**src/rtl/cond_pc_unit_pkg.sv**
```systemverilog
// -----------------------------------------------------------------------------
// cond_pc_unit_pkg
//
// Purpose:
//   Shared definitions for the Execute-stage PC-select / condition logic.
//   Contents:
//     - the 4-bit ARM condition-code encodings;
//     - the bit positions of N, Z, C and V inside a {N,Z,C,V} flags word;
//     - the default register index that aliases the PC.
//
// Ports: none (package).
// -----------------------------------------------------------------------------
package cond_pc_unit_pkg;

   // ARM condition field encodings
   localparam logic [3:0] COND_EQ = 4'b0000;
   localparam logic [3:0] COND_NE = 4'b0001;
   localparam logic [3:0] COND_CS = 4'b0010;
   localparam logic [3:0] COND_CC = 4'b0011;
   localparam logic [3:0] COND_MI = 4'b0100;
   localparam logic [3:0] COND_PL = 4'b0101;
   localparam logic [3:0] COND_VS = 4'b0110;
   localparam logic [3:0] COND_VC = 4'b0111;
   localparam logic [3:0] COND_HI = 4'b1000;
   localparam logic [3:0] COND_LS = 4'b1001;
   localparam logic [3:0] COND_GE = 4'b1010;
   localparam logic [3:0] COND_LT = 4'b1011;
   localparam logic [3:0] COND_GT = 4'b1100;
   localparam logic [3:0] COND_LE = 4'b1101;
   localparam logic [3:0] COND_AL = 4'b1110;
   localparam logic [3:0] COND_NV = 4'b1111;

   // Bit positions inside the {N,Z,C,V} flags word
   localparam int FLAG_N = 3;
   localparam int FLAG_Z = 2;
   localparam int FLAG_C = 1;
   localparam int FLAG_V = 0;

   // Register index that aliases the program counter
   localparam int PC_REG_DEFAULT = 15;

endpackage : cond_pc_unit_pkg

```
**src/rtl/cond_pc_unit_cond_check.sv**
```systemverilog
// -----------------------------------------------------------------------------
// cond_check
//
// Purpose:
//   Purely combinational evaluation of an ARM condition field against a
//   {N,Z,C,V} flags word. Shared with the predicated-ALU path.
//
// Ports:
//   cond     in  4  instruction condition field
//   flags    in  4  {N,Z,C,V}
//   cond_ex  out 1  1 when the instruction should execute
// -----------------------------------------------------------------------------
module cond_check
   import cond_pc_unit_pkg::*;
(
   input  logic [3:0] cond,
   input  logic [3:0] flags,
   output logic       cond_ex
);

   logic n;
   logic z;
   logic c;
   logic v;

   assign n = flags[FLAG_N];
   assign z = flags[FLAG_Z];
   assign c = flags[FLAG_C];
   assign v = flags[FLAG_V];

   always_comb begin
      cond_ex = 1'b0;
      unique case (cond)
         COND_EQ: cond_ex = z;
         COND_NE: cond_ex = ~z;
         COND_CS: cond_ex = c;
         COND_CC: cond_ex = ~c;
         COND_MI: cond_ex = n;
         COND_PL: cond_ex = ~n;
         COND_VS: cond_ex = v;
         COND_VC: cond_ex = ~v;
         COND_HI: cond_ex = c & ~z;
         COND_LS: cond_ex = ~c | z;
         COND_GE: cond_ex = (n == v);
         COND_LT: cond_ex = (n != v);
         COND_GT: cond_ex = ~z & (n == v);
         COND_LE: cond_ex = z | (n != v);
         COND_AL: cond_ex = 1'b1;
         COND_NV: cond_ex = 1'b0;
         default: cond_ex = 1'b0;
      endcase
   end

endmodule : cond_check

```
**src/rtl/cond_pc_unit.sv**
```systemverilog
// -----------------------------------------------------------------------------
// cond_pc_unit
//
// Purpose:
//   Execute-stage PC-select and conditional-execution unit. Qualifies the
//   decoder's write/branch requests with the condition code, selects the next
//   PC source, keeps the NZCV flags register, squashes the wrong-path
//   instructions that follow a taken PC write, and counts taken PC writes.
//
// Ports:
//   clk          in   1           rising-edge clock
//   reset        in   1           synchronous active-high reset
//   advance      in   1           pipeline moved this cycle; gates all state
//   valid_e      in   1           Execute slot holds a real instruction
//   rd           in   REG_ADDR_W  destination register
//   reg_w        in   1           decoder register-write request
//   mem_w        in   1           decoder memory-write request
//   branch       in   1           decoder branch request
//   flag_w       in   2           [1] update N,Z ; [0] update C,V
//   cond         in   4           condition field
//   alu_flags    in   4           {N,Z,C,V} from the ALU
//   pc_src       out  1           take branch/ALU result as next PC
//   reg_write    out  1           qualified register-file write enable
//   mem_write    out  1           qualified data-memory write enable
//   flush        out  1           kill younger pipeline stages
//   flags        out  4           registered {N,Z,C,V}
//   taken_count  out  CNT_W       taken PC writes since reset (wraps)
// -----------------------------------------------------------------------------
module cond_pc_unit
   import cond_pc_unit_pkg::*;
#(
   parameter int REG_ADDR_W  = 4,
   parameter int PC_REG      = PC_REG_DEFAULT,
   parameter int FLUSH_DEPTH = 2,
   parameter int CNT_W       = 16
)(
   input  logic                  clk,
   input  logic                  reset,
   input  logic                  advance,
   input  logic                  valid_e,
   input  logic [REG_ADDR_W-1:0] rd,
   input  logic                  reg_w,
   input  logic                  mem_w,
   input  logic                  branch,
   input  logic [1:0]            flag_w,
   input  logic [3:0]            cond,
   input  logic [3:0]            alu_flags,
   output logic                  pc_src,
   output logic                  reg_write,
   output logic                  mem_write,
   output logic                  flush,
   output logic [3:0]            flags,
   output logic [CNT_W-1:0]      taken_count
);

   localparam int                    FC_W       = $clog2(FLUSH_DEPTH + 1);
   localparam logic [FC_W-1:0]       FLUSH_LOAD = FC_W'(FLUSH_DEPTH);
   localparam logic [REG_ADDR_W-1:0] PC_ADDR    = REG_ADDR_W'(PC_REG);

   logic [3:0]       flags_q;
   logic [FC_W-1:0]  flush_cnt;
   logic [CNT_W-1:0] taken_q;

   logic pcs;
   logic cond_ex;
   logic squash;
   logic ok;

   cond_check u_cond_check (
      .cond    (cond),
      .flags   (flags_q),
      .cond_ex (cond_ex)
   );

   // A write to the PC register is a PC write just like an explicit branch.
   assign pcs    = ((rd == PC_ADDR) & reg_w) | branch;
   assign squash = (flush_cnt != '0);
   assign ok     = valid_e & ~squash & cond_ex;

   // reg_write stays asserted on a PC write; the register file drops writes
   // to the PC index and the fetch mux takes the value via pc_src.
   assign pc_src    = ok & pcs;
   assign reg_write = ok & reg_w;
   assign mem_write = ok & mem_w;
   assign flush     = pc_src | squash;

   assign flags       = flags_q;
   assign taken_count = taken_q;

   // Flags: the N,Z and C,V halves load independently. cond_check sees the
   // registered value, so a flag-setting instruction affects only later ones.
   always_ff @(posedge clk) begin
      if (reset) begin
         flags_q <= 4'b0000;
      end else if (advance && ok) begin
         if (flag_w[1]) begin
            flags_q[FLAG_N] <= alu_flags[FLAG_N];
            flags_q[FLAG_Z] <= alu_flags[FLAG_Z];
         end
         if (flag_w[0]) begin
            flags_q[FLAG_C] <= alu_flags[FLAG_C];
            flags_q[FLAG_V] <= alu_flags[FLAG_V];
         end
      end
   end

   // Squash window: pc_src is already masked by squash, so the load and the
   // decrement branches are mutually exclusive.
   always_ff @(posedge clk) begin
      if (reset) begin
         flush_cnt <= '0;
      end else if (advance && pc_src) begin
         flush_cnt <= FLUSH_LOAD;
      end else if (advance && squash) begin
         flush_cnt <= flush_cnt - FC_W'(1);
      end
   end

   // Taken PC-write counter, wraps naturally at 2^CNT_W.
   always_ff @(posedge clk) begin
      if (reset) begin
         taken_q <= '0;
      end else if (advance && pc_src) begin
         taken_q <= taken_q + CNT_W'(1);
      end
   end

endmodule : cond_pc_unit

```
**config.mk**
```make
export PLATFORM = sky130hd
export DESIGN_NAME = cond_pc_unit
export DESIGN_NICKNAME = d
export VERILOG_FILES = /design/src/rtl/cond_pc_unit_pkg.sv /design/src/rtl/cond_pc_unit_cond_check.sv /design/src/rtl/cond_pc_unit.sv
export SDC_FILE = /design/constraint.sdc
export NUM_CORES = 1
export LEC_CHECK = 0
export ABC_AREA = 1
export CAP_MARGIN = 20
export CORE_UTILIZATION = 46
export DETAILED_ROUTE_END_ITERATION = 7
export GPL_TIMING_DRIVEN = 0
export PLACE_DENSITY = 0.88
export SLEW_MARGIN = 5
export SYNTH_ARGS = -nofsm -noshare
export SYNTH_HDL_FRONTEND = slang
export SYNTH_SLANG_ARGS = --single-unit
```
**constraint.sdc**
```tcl
create_clock -name clk -period 2.6 [get_ports clk]
set_input_delay 0.78 -clock clk [delete_from_list [all_inputs] [get_ports clk]]
set_output_delay 0.78 -clock clk [all_outputs]
set_load 0.1 [all_outputs]
```
Word level (Yosys, flattened, before mapping)
Index checks and enable logic that the tools add are counted.
{"block": "word_totals", "inputBits": 21, "word_cells": 54, "output_inout_bits": 24, "reg_bits": 22}
{"block": "op_classes", "bitwise": 17, "reduce_logical": 9, "eq_ne": 18, "muxes": 3, "addsub": 2}
{"op": "$eq 4x4->1 const B", "count": 9}
{"op": "$add 16x1->16 const B", "count": 1}
{"op": "$eq 4x3->1 const B", "count": 4}
{"op": "$pmux 1 s16", "count": 1}
{"op": "$and 1x1->1", "count": 8}
{"op": "$eq 4x2->1 const B", "count": 2}
{"op": "$not 1->1", "count": 5}
{"op": "$eq 4x1->1 const B", "count": 1}
{"op": "$logic_not 4->1", "count": 1}
{"op": "$mux 2", "count": 2}
{"op": "$or 1x1->1", "count": 4}
{"op": "$reduce_and 2->1", "count": 2}
{"op": "$reduce_bool 2->1", "count": 2}
{"op": "$logic_and 1x1->1", "count": 3}
{"op": "$reduce_or 2->1", "count": 1}
{"op": "$sub 2x1->2 const B", "count": 1}
{"op": "$eq 1x1->1", "count": 1}
{"op": "$ne 1x1->1", "count": 1}

Longest topological paths before layout
Gate-level depths: netlist of run 1.
{"block": "logic_depth", "ltp_word": 7, "ltp_mapped": 14}

By module
A second synthesis of run 1 with hierarchy kept.
{"block": "hier_totals", "hier_cells": 229, "area_unflattened_um2": 1465.2}
{"mod": "cond_pc_unit", "cells_per_inst": 184, "instances": 1, "area_each_um2": 1260.0}
{"mod": "cond_check", "cells_per_inst": 45, "instances": 1, "area_each_um2": 205.2}

Least setup slack after synthesis of run 1
Ideal clock, no wire load.
{"block": "synth_path", "path_kind": "register to output", "startpoint": "register flags_q[3], in the netlist flags[3]", "endpoint": "output flush", "stages_incl_launch_ff": 11, "t_required_ns": 1.820, "slack_ns": -1.449, "arrival_ns": 3.269, "cell_sequence": "dfxtp_1 > inv_1 > nand2_1 > nand2_1 > o21ai_1 > nand2_1 > nand3_2 > nand2_2 > a21oi_4 > inv_1 > o21ai_1"}
{"block": "synth_between", "elab_chain_cells": 6, "elab_cells_between_ends": 9}
{"item": "start: declaration", "line_no": "cond_pc_unit.sv:60", "source": "logic [3:0] flags_q;"}
{"item": "start signal: indexed assignment", "line_no": "cond_pc_unit.sv:97", "source": "flags_q[FLAG_N] <= alu_flags[FLAG_N];"}
{"item": "start signal: indexed assignment", "line_no": "cond_pc_unit.sv:98", "source": "flags_q[FLAG_Z] <= alu_flags[FLAG_Z];"}
{"item": "start signal: indexed assignment", "line_no": "cond_pc_unit.sv:101", "source": "flags_q[FLAG_C] <= alu_flags[FLAG_C];"}
{"item": "$ne 1x1->1 or $eq 1x1->1 (tied branches)"}
{"item": "$or 1x1->1 or $and 1x1->1 (tied branches)", "line_no": "cond_pc_unit_cond_check.sv:47, cond_pc_unit_cond_check.sv:46"}
{"item": "$pmux 1 s16 *", "line_no": "cond_pc_unit_cond_check.sv:33", "source": "unique case (cond)"}
{"item": "$and 1x1->1 *", "line_no": "cond_pc_unit.sv:78", "source": "assign ok = valid_e & ~squash & cond_ex;"}
{"item": "$and 1x1->1 *", "line_no": "cond_pc_unit.sv:82", "source": "assign pc_src = ok & pcs;"}
{"item": "$or 1x1->1 *", "line_no": "cond_pc_unit.sv:85", "source": "assign flush = pc_src | squash;"}
{"item": "end: declaration", "line_no": "cond_pc_unit.sv:51", "source": "output logic flush,"}
Every way passes the cells marked *; elsewhere a longest branch is shown, timed or not.

Final worst setup path of run 1
{"block": "layout_path", "startpoint": "input cond[1]", "endpoint": "output flush"}
{"block": "layout_between", "elab_chain_cells": 5, "elab_cells_between_ends": 20}
{"item": "start: declaration", "line_no": "cond_pc_unit.sv:46", "source": "input logic [3:0] cond,"}
{"item": "$eq 4x4->1 (tied with other cells)", "line_no": "cond_pc_unit_cond_check.sv:33"}
{"item": "$pmux 1 s16 *", "line_no": "cond_pc_unit_cond_check.sv:33"}
{"item": "$and 1x1->1 *", "line_no": "cond_pc_unit.sv:78"}
{"item": "$and 1x1->1 *", "line_no": "cond_pc_unit.sv:82"}
{"item": "$or 1x1->1 *", "line_no": "cond_pc_unit.sv:85"}
Marked as above.

==> results.txt, run 1 <==
Yosys warns = 0
CP arrival = 2040 ps
I/O pin count = 45
Cells after Synth = 226
Crit path top cell by count = nand2_1
Synth Net Count = 249
GR Util met2 = 41.5%
Failing checks = setup timing
Largest family of logic cells by synthesized area = simple AND/OR/NAND/NOR gates
Area Overhead vs Synth = 47.8%
Fillcell total = 251
Row count = 20
Area leader, netlist = dfxtp_1
Max Freq = 354 MHz
Pre-CTS setup slack = -1870 ps
Post-synthesis sequential area ratio = 30.4%
Vias in the first global route = 1483
Leakage = 1.02 nW
CORE AREA = 0.00303 sq mm
Die height = 58.1 microns
Placed Cells = 312
CTS Hold Bufs = 0
CP peak stage delay = 190 ps
Async set or reset register ratio after synthesis = 0%
DR vias = 1654
Detailed-route wire length per cell = 11.8 microns
DR vias/cell = 5.17
Post-synthesis xor/xnor area fraction = 7.86%
DRT Pass-1 Iters = 5
Initial Util = 47.9%
Cell Area, Placed = 0.00199 sq mm
Routed Antenna Nets = 0
Worst EP required = 1820 ps
Worst slew margin = 36.1%
Global-route wire length before repair = 6220 microns
CP max stage cell = buf_12
Outcome = finished with violations
Post-route setup slack = -222 ps
Crit end category = primary output
Yosys reg bits = 22
Clock root buffer master = clkbuf_4
Total Nets Final = 300
Port buffer count = 42
Synth top area cells = dfxtp_1 (30%), nand2_1 (15%), nand4_1 (8.6%), nor2_1 (7.5%), a21oi_1 (6.2%)
Synth Area in Simple Gates = 39.2%
Final HPWL DP = 2650 microns
Synth cell types = 29
Post-synthesis compound-gate area fraction = 10.2%
VDD IR max = 0.296 mV
RSZ-0062 raised after global routing = yes
Synth top cells by count = nand2_1 (59), nor2_1 (29), inv_1 (24), dfxtp_1 (22), nand4_1 (20)
Tot GR Track Use = 23.4%
Total number of H-tree levels = 1
Shortest period the worst path allows = 2820 ps
Synth Area in Adders = 1.73%
CTS tree = yes
Ratio of cells with drive above 1 in the final layout = 17.4%
Clk slew on worst S/H paths = 120 ps
Tcrit/Tclk final = 109%
Die W = 58.1 microns
Diodes inserted = 0
Worst-Skew Late Latency = 310 ps
Met1 usage = 28.9%
Area fraction of the dominant cell type after synthesis = 30.4%
Max Fanout on Critical Path = 8
Die ar. = 0.00338 sq mm
CP Launch Type = input port
DRT Wirelength = 3770 microns
CTS sink count = 22
Top FF cell, synth = dfxtp_1
Largest net degree at the start of global routing = 13
Gr busiest metal = met2
Core Util, Final = 70.7%
Initial DRC count = 136
Slew Limit Fails = 0
CTS Buf Count = 3
Number of flops mapped to enable cells by yosys = 0
DRC viols = 0
Synthesized area = 0.00145 sq mm
Post-synthesis mux area share = 0%
Total grt overflow = 0
PwrDens = 407 mW/mm^2
CP Cell Sequence = buf_12, nor3_4, nand2_1, nand2_1, nand2_1, nand3_2, nand2_4, a21oi_4, inv_4, o21ai_4, buf_12
Skew final = 4.28 ps
Max clock buf depth = 2
Hold crit path type = reg2reg
Max-cap violations = 0
Setup CP Type = in2out
Worst-margin pin slew = 963 ps
Initial antenna violation count = 0
Final setup vio count = 4
Top-count cell post-synth = nand2_1
Final non-filler cell total = 320
Hold Vio Cnt, Final = 0
Finished Cell Area = 0.00214 sq mm
Mapped Avg Cell Area = 6.41 sq um
Met3 usage = 4.46%
Global placer's final weighted congestion = 0.931
-- path summary, 6_finish.rpt --
| path | startpoint | endpoint | slack (ps) | depth (start not counted) |
|---|---|---|---|---|
| setup reg to reg | flags[1] | taken_count[7] | 740 | 14 |
| hold reg to reg | taken_count[15] | taken_count[15] | 500 | 2 |
| hold / removal | taken_count[15] | taken_count[15] | 500 | 2 |
| setup / recovery | cond[1] | flush | -220 | 11 |
-- worst max-delay path: cells and delay by family --
kind	cells	cell delay, ps
AND/OR/NAND/NOR	6	530
buffers and inverters	3	390
AO/OA/AOI/OAI	2	350
-- sequential cells by signal, indices dropped and copies added, names as in the netlist --
signal	cells
flush_cnt	2
flags	4
taken_count	16
-- layout make-up --
| cell class | count | area, sq um | share of cell area, % |
|---|---|---|---|
| repair buffers | 46 | 487 | 22.7 |
| inverters | 28 | 118 | 5.49 |
| multi-input cells | 168 | 948 | 44.3 |
| clock buffers | 4 | 36.3 | 1.69 |
| plain buffers | 8 | 48.8 | 2.28 |
| well taps | 44 | 55.1 | 2.57 |
| flip-flops and latches | 22 | 448 | 20.9 |
-- stage by stage --
step / power [W] / TNS (ps) / hold slack, ps
floorplan: 0.000567 / -987 / 507
global placement: 0.000640 / -9180 / 482
detailed placement: 0.000644 / -9570 / 484
CTS: 0.000866 / -496 / 503
global route: 0.000908 / -1100 / 539
finish: 0.000872 / -681 / 502
-- cells in the final DEF, fill, tap and decap left out, types with 8 or more instances in the layout --
master / count
nand2_1: 57
clkdlybuf4s50_1: 14
nand4_1: 20
dlygate4sd2_1: 20
nand3_1: 9
nor2_1: 24
xor2_1: 8
a21oi_1: 17
inv_1: 22
dfxtp_1: 18
-- layer usage --
metal | share of wire [%] | vias up
met4 | 1.2 | 0
met2 | 49 | 51
met1 | 46 | 759
met3 | 4.3 | 6
met5 | 0 | -
li1 | - | 838
-- cells by family after synthesis --
| group | count (synthesis) |
|---|---|
| buf+inv | 36 |
| flops | 22 |
| xor+xnor | 13 |
| simple gates | 127 |
| fa+ha+maj | 2 |
| compound gates | 26 |
-- timing repair --
item                                    CTS  global route
buffers inserted                          2             2
pin swaps                                13             7
endpoints found under the setup margin   24             4
gates resized for setup                  85             6
-- power by group --
| group | internal, W | total [W] | switching (W) |
|---|---|---|---|
| combinational | 0.000122 | 0.000330 | 0.000208 |
| sequential | 0.000345 | 0.000353 | 0.00000746 |
| clock | 0.0000857 | 0.000189 | 0.000103 |
| total | 0.000553 | 0.000871 | 0.000318 |
Power figures use the tool's default switching activity.
==> run 2, diff against run 1 <==
--- a/config.mk
+++ b/config.mk
@@ -7,10 +7,10 @@
 export LEC_CHECK = 0
 export ABC_AREA = 1
 export CAP_MARGIN = 20
-export CORE_UTILIZATION = 46
+export CORE_UTILIZATION = 25
 export DETAILED_ROUTE_END_ITERATION = 7
 export GPL_TIMING_DRIVEN = 0
-export PLACE_DENSITY = 0.88
+export PLACE_DENSITY = 0.57
 export SLEW_MARGIN = 5
 export SYNTH_ARGS = -nofsm -noshare
 export SYNTH_HDL_FRONTEND = slang
==> run 2 against run 1 <==
The flow still finishes with violations (setup timing). Count of clock-buffer cells in the layout decreased by 1. Sequential power about the same. Combinational power decreased by 2%. Die area increased by 81%. Via count decreased by 3.6%. Fmax increased by 1.1%. First-iteration DRC count decreased by 55%. Core utilization decreased by 31 points. Critical path depth unchanged. Final cell count increased by 8.4%. Critical path type unchanged. Critical endpoint unchanged. Highest routed layer unchanged.
==> results.txt, run 2 (synthesis results as in run 1) <==
Outcome = finished with violations
Failing checks = setup timing
Family with the most delay on the worst path = simple AND/OR/NAND/NOR gates
Die W = 78.1 microns (+34%)
VDD IR max = 0.231 mV (-22%)
Detailed-route wire length per cell = 11.9 microns (+1.2%)
CP Cell Sequence = buf_12, nor3_4, nand2_1, nand2_1, nand2_1, nand3_2, nand2_2, a21oi_4, inv_4, o21ai_4, buf_12
Worst setup path end = flush
Worst slew margin = 34.9% (-1.1 points)
Total Nets Final = 299 (-0.33%)
Hold crit path type = reg2reg
Max Freq = 358 MHz (+1.1%)
Initial Util = 26.2% (-22 points)
Clock root buffer master = clkbuf_8
Max reg flops = 16 (unchanged)
Max Fanout on Critical Path = 8 (unchanged)
Diodes inserted = 0 (unchanged)
Fin Hold WS = 498 ps (-4.04 ps)
Number of cells on the critical path = 11 (unchanged)
Max-cap violations = 0 (unchanged)
Worst-margin pin slew = 974 ps (+11.2 ps)
Commonest non-fill, non-tap cell in the layout = nand2_1
Crit path from = cond[1]
Critical path buffers and inverters = 3 (unchanged)
CTS sink count = 22 (unchanged)
Max clock buf depth = 2 (unchanged)
Ratio of cells with drive above 1 in the final layout = 16.0% (-1.4 points)
Vias in the first global route = 1454 (-2.0%)
R2r setup slk = 890 ps (+150 ps)
Commonest non-fill, non-tap cells in the layout = nand2_1 (57), nor2_1 (25), inv_1 (23), nand4_1 (20)
Critical R2R Launch = flags[3]
Setup CP Type = in2out
DRT Pass-1 Iters = 4 (-1)
Reg2reg path depth = 13 (-1)
Tcrit/Tclk final = 107% (-1.2 points)
PwrDens = 455 mW/mm^2 (+12%)
Global placer's final weighted congestion = 0.818 (-12%)
DRT Wirelength = 4140 microns (+9.7%)
Leakage = 1.05 nW (+3.0%)
Final HPWL DP = 2980 microns (+12%)
Hold Vio Cnt, Final = 0 (unchanged)
RR Endpoint = taken_count[7]
Total grt overflow = 0 (unchanged)
DR vias = 1594 (-3.6%)
Skew final = 5.83 ps (+1.55 ps)
Initial DRC count = 61 (-55%)
Total number of H-tree levels = 1 (unchanged)
Row count = 27 (+35%)
CTS tree = yes
Worst-Skew Late Latency = 270 ps (-40 ps)
RSZ-0062 raised after global routing = yes
CP max stage cell = nor3_4
Global-route wire length before repair = 6840 microns (+10%)
DRC viols = 0 (unchanged)
Die height = 78.1 microns (+34%)
Shortest period the worst path allows = 2790 ps (-30.4 ps)
Routed Antenna Nets = 0 (unchanged)
Die ar. = 0.00610 sq mm (+81%)
Tot GR Track Use = 13.7% (-9.7 points)
Largest net degree at the start of global routing = 14 (+1)
Area Overhead vs Synth = 51.8%
Crit path top cell by count = nand2_1
Initial antenna violation count = 0 (unchanged)
Crit end category = primary output
Slew Limit Fails = 0 (unchanged)
I/O pin count = 45 (unchanged)
Worst EP required = 1820 ps (about the same)
CP peak stage delay = 190 ps (about the same)
CORE AREA = 0.00554 sq mm (+83%)
Setup TNS = -650 ps (+30.3 ps)
Final setup vio count = 4 (unchanged)
Post-route setup slack = -191 ps (+30.4 ps)
CTS Hold Bufs = 0 (unchanged)
CP arrival = 2010 ps (-30 ps)
Port buffer count = 42 (unchanged)
Clk slew on worst S/H paths = 80 ps (-40 ps)
CP Launch Type = input port
DR vias/cell = 4.59 (-11%)
CTS Buf Count = 3 (unchanged)
==> run 2: worst min-delay path by stage <==
| stage | start | to | slack [ps] | depth (start not counted) |
|---|---|---|---|---|
| 2_1_floorplan | flush_cnt[1] | flush_cnt[1] | 510 | 2 |
| 3_3_place_gp | taken_count[15] | taken_count[15] | 480 | 2 |
| 3_5_place_dp | taken_count[15] | taken_count[15] | 490 | 2 |
| 4_1_cts | taken_count[15] | taken_count[15] | 500 | 2 |
| 5_1_grt | taken_count[15] | taken_count[15] | 540 | 2 |
| 6_report | taken_count[15] | taken_count[15] | 500 | 2 |
==> run 2: stage by stage <==
stage / cell area [sq um] / cells / util, % / setup slack, ps / total power (W)
2_1_floorplan: 1520 / 226 / - / -318 / 0.000567
3_3_place_gp: 2030 / 340 / 36.6 / -1890 / 0.000644
3_5_place_dp: 2030 / 340 / 36.6 / -1890 / 0.000647
4_1_cts: 2190 / 347 / 39.6 / -165 / 0.00100
5_1_grt: 2200 / 347 / 39.7 / -272 / 0.00104
6_report: 2200 / 347 / 39.7 / -191 / 0.00100
==> run 2: repair_timing <==
action                                 4_1_cts  5_1_grt
endpoints found under the hold margin        0        0
buffers inserted                             3        0
gates resized for setup                     79        4
setup endpoints to repair                   17        7
pin swaps                                   12        1
==> run 2: per-layer routing <==
metal  vias up  track usage [%]  wire length [microns]  share of wire (%)
li1        836                -                      -                  -
met1       711             18.3                   2010                 49
met2        42             23.3                   1890                 46
met3         5             1.74                    198                4.8
met4         0             2.78                     37               0.89
met5         -                0                      0                  0
==> run 2: power by group <==
part | leakage, nW | internal (W) | switching [W] | total, W
Clock | 0.0357 | 0.000206 | 0.000119 | 0.000325
Sequential | 0.180 | 0.000345 | 0.00000660 | 0.000352
Combinational | 0.838 | 0.000119 | 0.000205 | 0.000324
Total | 1.05 | 0.000670 | 0.000331 | 0.00100
==> run 2: layout make-up <==
cell class                      count  area [sq um]
Buffer                              8          48.8
Tap cell                           72          90.1
Sequential cell                    22           448
Multi-Input combinational cell    168           932
Clock inverter                      1          30.0
Inverter                           28           115
Clock buffer                        3          41.3
Timing Repair Buffer               45           494
Fill cell                         609          3340
==> run 2: worst register-to-register path, cell delays in order, from the launching register on <==
cell,delay [ps]
dfxtp_4,370
inv_1,60
nand2_1,80
nand2_1,70
o21ai_1,120
nand2_1,80
nand3_2,80
nand2_2,70
buf_4,140
nand2_2,70
nand4_2,100
buf_4,200
o21bai_1,120
nor2_1,50
==> run 3, diff against run 2 <==
--- a/config.mk
+++ b/config.mk
@@ -11,6 +11,7 @@
 export DETAILED_ROUTE_END_ITERATION = 7
 export GPL_TIMING_DRIVEN = 0
 export PLACE_DENSITY = 0.57
+export SETUP_SLACK_MARGIN = 0.3
 export SLEW_MARGIN = 5
 export SYNTH_ARGS = -nofsm -noshare
 export SYNTH_HDL_FRONTEND = slang
==> run 3 against run 2 <==
The run still ends with setup timing left. Flip-flop and latch count did not move. Largest power group unchanged. Largest cell class unchanged. Design area increased by 0.97%. Count of clock-buffer cells in the layout is the same. Highest routed layer unchanged. Critical path depth stayed put.
==> results.txt, run 3 (synthesis results as in run 1) <==
Outcome = finished with violations
Failing checks = setup timing
Skew final = 7.84 ps (+2.01 ps)
DRT Pass-1 Iters = 4 (unchanged)
Total Nets Final = 299 (unchanged)
Hold Path Origin = taken_count[15]
DRC viols = 0 (unchanged)
Initial antenna violation count = 0 (unchanged)
Hold Vio Cnt, Final = 0 (unchanged)
Finished Cell Area = 0.00222 sq mm (+0.97%)
Worst-margin pin slew = 949 ps (-25.2 ps)
Worst slew margin = 37.0% (+2.0 points)
Port buffer count = 42 (unchanged)
Hold Path Cell Cnt = 2 (unchanged)
Cell Area, Placed = 0.00203 sq mm (unchanged)
Diodes inserted = 0 (unchanged)
Ratio of cells with drive above 1 in the final layout = 22.2% (+6.2 points)
Max-cap violations = 0 (unchanged)
Total grt overflow = 0 (unchanged)
Initial DRC count = 67 (+9.8%)
Max reg flops = 16 (unchanged)
VDD IR max = 0.227 mV (-1.6%)
Commonest non-fill, non-tap cells in the layout = nand2_1 (57), nor2_1 (25), inv_1 (23), nand4_1 (20)
Die W = 78.1 microns (unchanged)
Commonest non-fill, non-tap cell in the layout = nand2_1
Total number of H-tree levels = 1 (unchanged)
Die height = 78.1 microns (unchanged)
Row count = 27 (unchanged)
Post-route setup slack = -195 ps (-3.63 ps)
Global-route wire length before repair = 6860 microns (+0.20%)
Final HPWL DP = 2980 microns (unchanged)
Die ar. = 0.00610 sq mm (unchanged)
Vias in the first global route = 1457 (+0.21%)
CTS tree = yes
CP arrival = 2010 ps (about the same)
DR vias = 1599 (+0.31%)
RR Endpoint = taken_count[5]
CTS sink count = 22 (unchanged)
Detailed-route wire length per cell = 12.1 microns (+1.8%)
DR vias/cell = 4.61 (+0.31%)
Critical R2R Launch = flags[3]
DRT Wirelength = 4210 microns (+1.8%)
Shortest period the worst path allows = 2790 ps (+3.63 ps)
Max Fanout on Critical Path = 8 (unchanged)
Tot GR Track Use = 13.7% (+0.025 points)
Clk slew on worst S/H paths = 80 ps (about the same)
Area Overhead vs Synth = 53.3%
PwrDens = 450 mW/mm^2 (-1.1%)
WHS Endpoint = taken_count[15]
CTS Hold Bufs = 0 (unchanged)
Crit path from = cond[1]
Largest net degree at the start of global routing = 14 (unchanged)
Tcrit/Tclk final = 107% (+0.14 points)
Routed Antenna Nets = 0 (unchanged)
Reg2reg path depth = 12 (-1)
CTS Buf Count = 3 (unchanged)
Final setup vio count = 4 (unchanged)
Worst-Skew Late Latency = 270 ps (about the same)
Max Freq = 358 MHz (-0.13%)
RSZ-0062 raised after global routing = yes
CORE AREA = 0.00554 sq mm (unchanged)
Initial Util = 26.2% (unchanged)
R2r setup slk = 890 ps (about the same)
Setup CP Type = in2out
Crit end category = primary output
CP Launch Type = input port
Slew Limit Fails = 0 (unchanged)
Global placer's final weighted congestion = 0.818 (unchanged)
Worst EP required = 1820 ps (about the same)
Max clock buf depth = 2 (unchanged)
I/O pin count = 45 (unchanged)
Clock root buffer master = clkbuf_8
Leakage = 0.944 nW (-10%)
Setup TNS = -670 ps (-19.3 ps)
Hold crit path type = reg2reg
==> run 3: changes by cell type in the layout (fill, tap and decap cells not counted) <==
| cell | delta |
|---|---|
| a31oi_2 | -1 |
| a31oi_4 | +1 |
| clkbuf_2 | +3 |
| clkdlybuf4s15_1 | +3 |
| clkdlybuf4s15_2 | +14 |
| clkdlybuf4s50_1 | -3 |
| dlygate4sd2_1 | -14 |
| dlymetal6s2s_1 | -3 |
==> run 3: layout make-up <==
cell class	count	area, sq um
flip-flops and latches	22	448
multi-input cells	168	941
clock buffers	3	41.3
well taps	72	90.1
fillers	610	3320
inverters	28	115
plain buffers	8	48.8
clock inverters	1	30.0
repair buffers	45	507
==> run 3: repair_timing <==
action	4_1_cts	5_1_grt
setup endpoints to repair	46	19
buffers inserted	3	0
resized for setup	116	8
pin swaps	12	1
==> run 3: through the flow <==
step                hold WS (ps)  instances  power (W)  worst slack, ps  utilization (%)
floorplan                    507        226   0.000567             -318                -
global placement             485        340   0.000644            -1890             36.6
detailed placement           488        340   0.000647            -1890             36.6
CTS                          499        347    0.00100             -165             40.1
global route                 542        347    0.00104             -271             40.1
finish                       498        347   0.000999             -195             40.1
==> run 3: worst max-delay path by stage <==
stage / end / slack, ps / cells past startpoint
2_1_floorplan: flush / -320 / 11
3_3_place_gp: flush / -1890 / 12
3_5_place_dp: flush / -1890 / 12
4_1_cts: flush / -160 / 11
5_1_grt: flush / -270 / 13
6_report: flush / -190 / 11
==> run 3: per-layer routing <==
layer | track usage (%) | wire length (microns)
met2 | 23.4 | 1960
met5 | 0 | 0
met3 | 1.74 | 182
met4 | 2.78 | 37
met1 | 18.3 | 2030
==> run 3: worst max-delay path: stages <==
cell     delay, ps
buf_12         110
nor3_4         190
nand2_1         70
nand2_1         60
nand2_1         70
nand3_2         70
nand2_2         70
a21oi_4        160
inv_4           90
o21ai_4        150
buf_12         190
==> run 3: power by group <==
part | internal [W] | leakage (nW) | total (W) | switching, W
Combinational | 0.000118 | 0.728 | 0.000325 | 0.000206
Clock | 0.000206 | 0.0357 | 0.000323 | 0.000117
Sequential | 0.000345 | 0.180 | 0.000352 | 0.00000669
Total | 0.000669 | 0.944 | 0.000999 | 0.000330
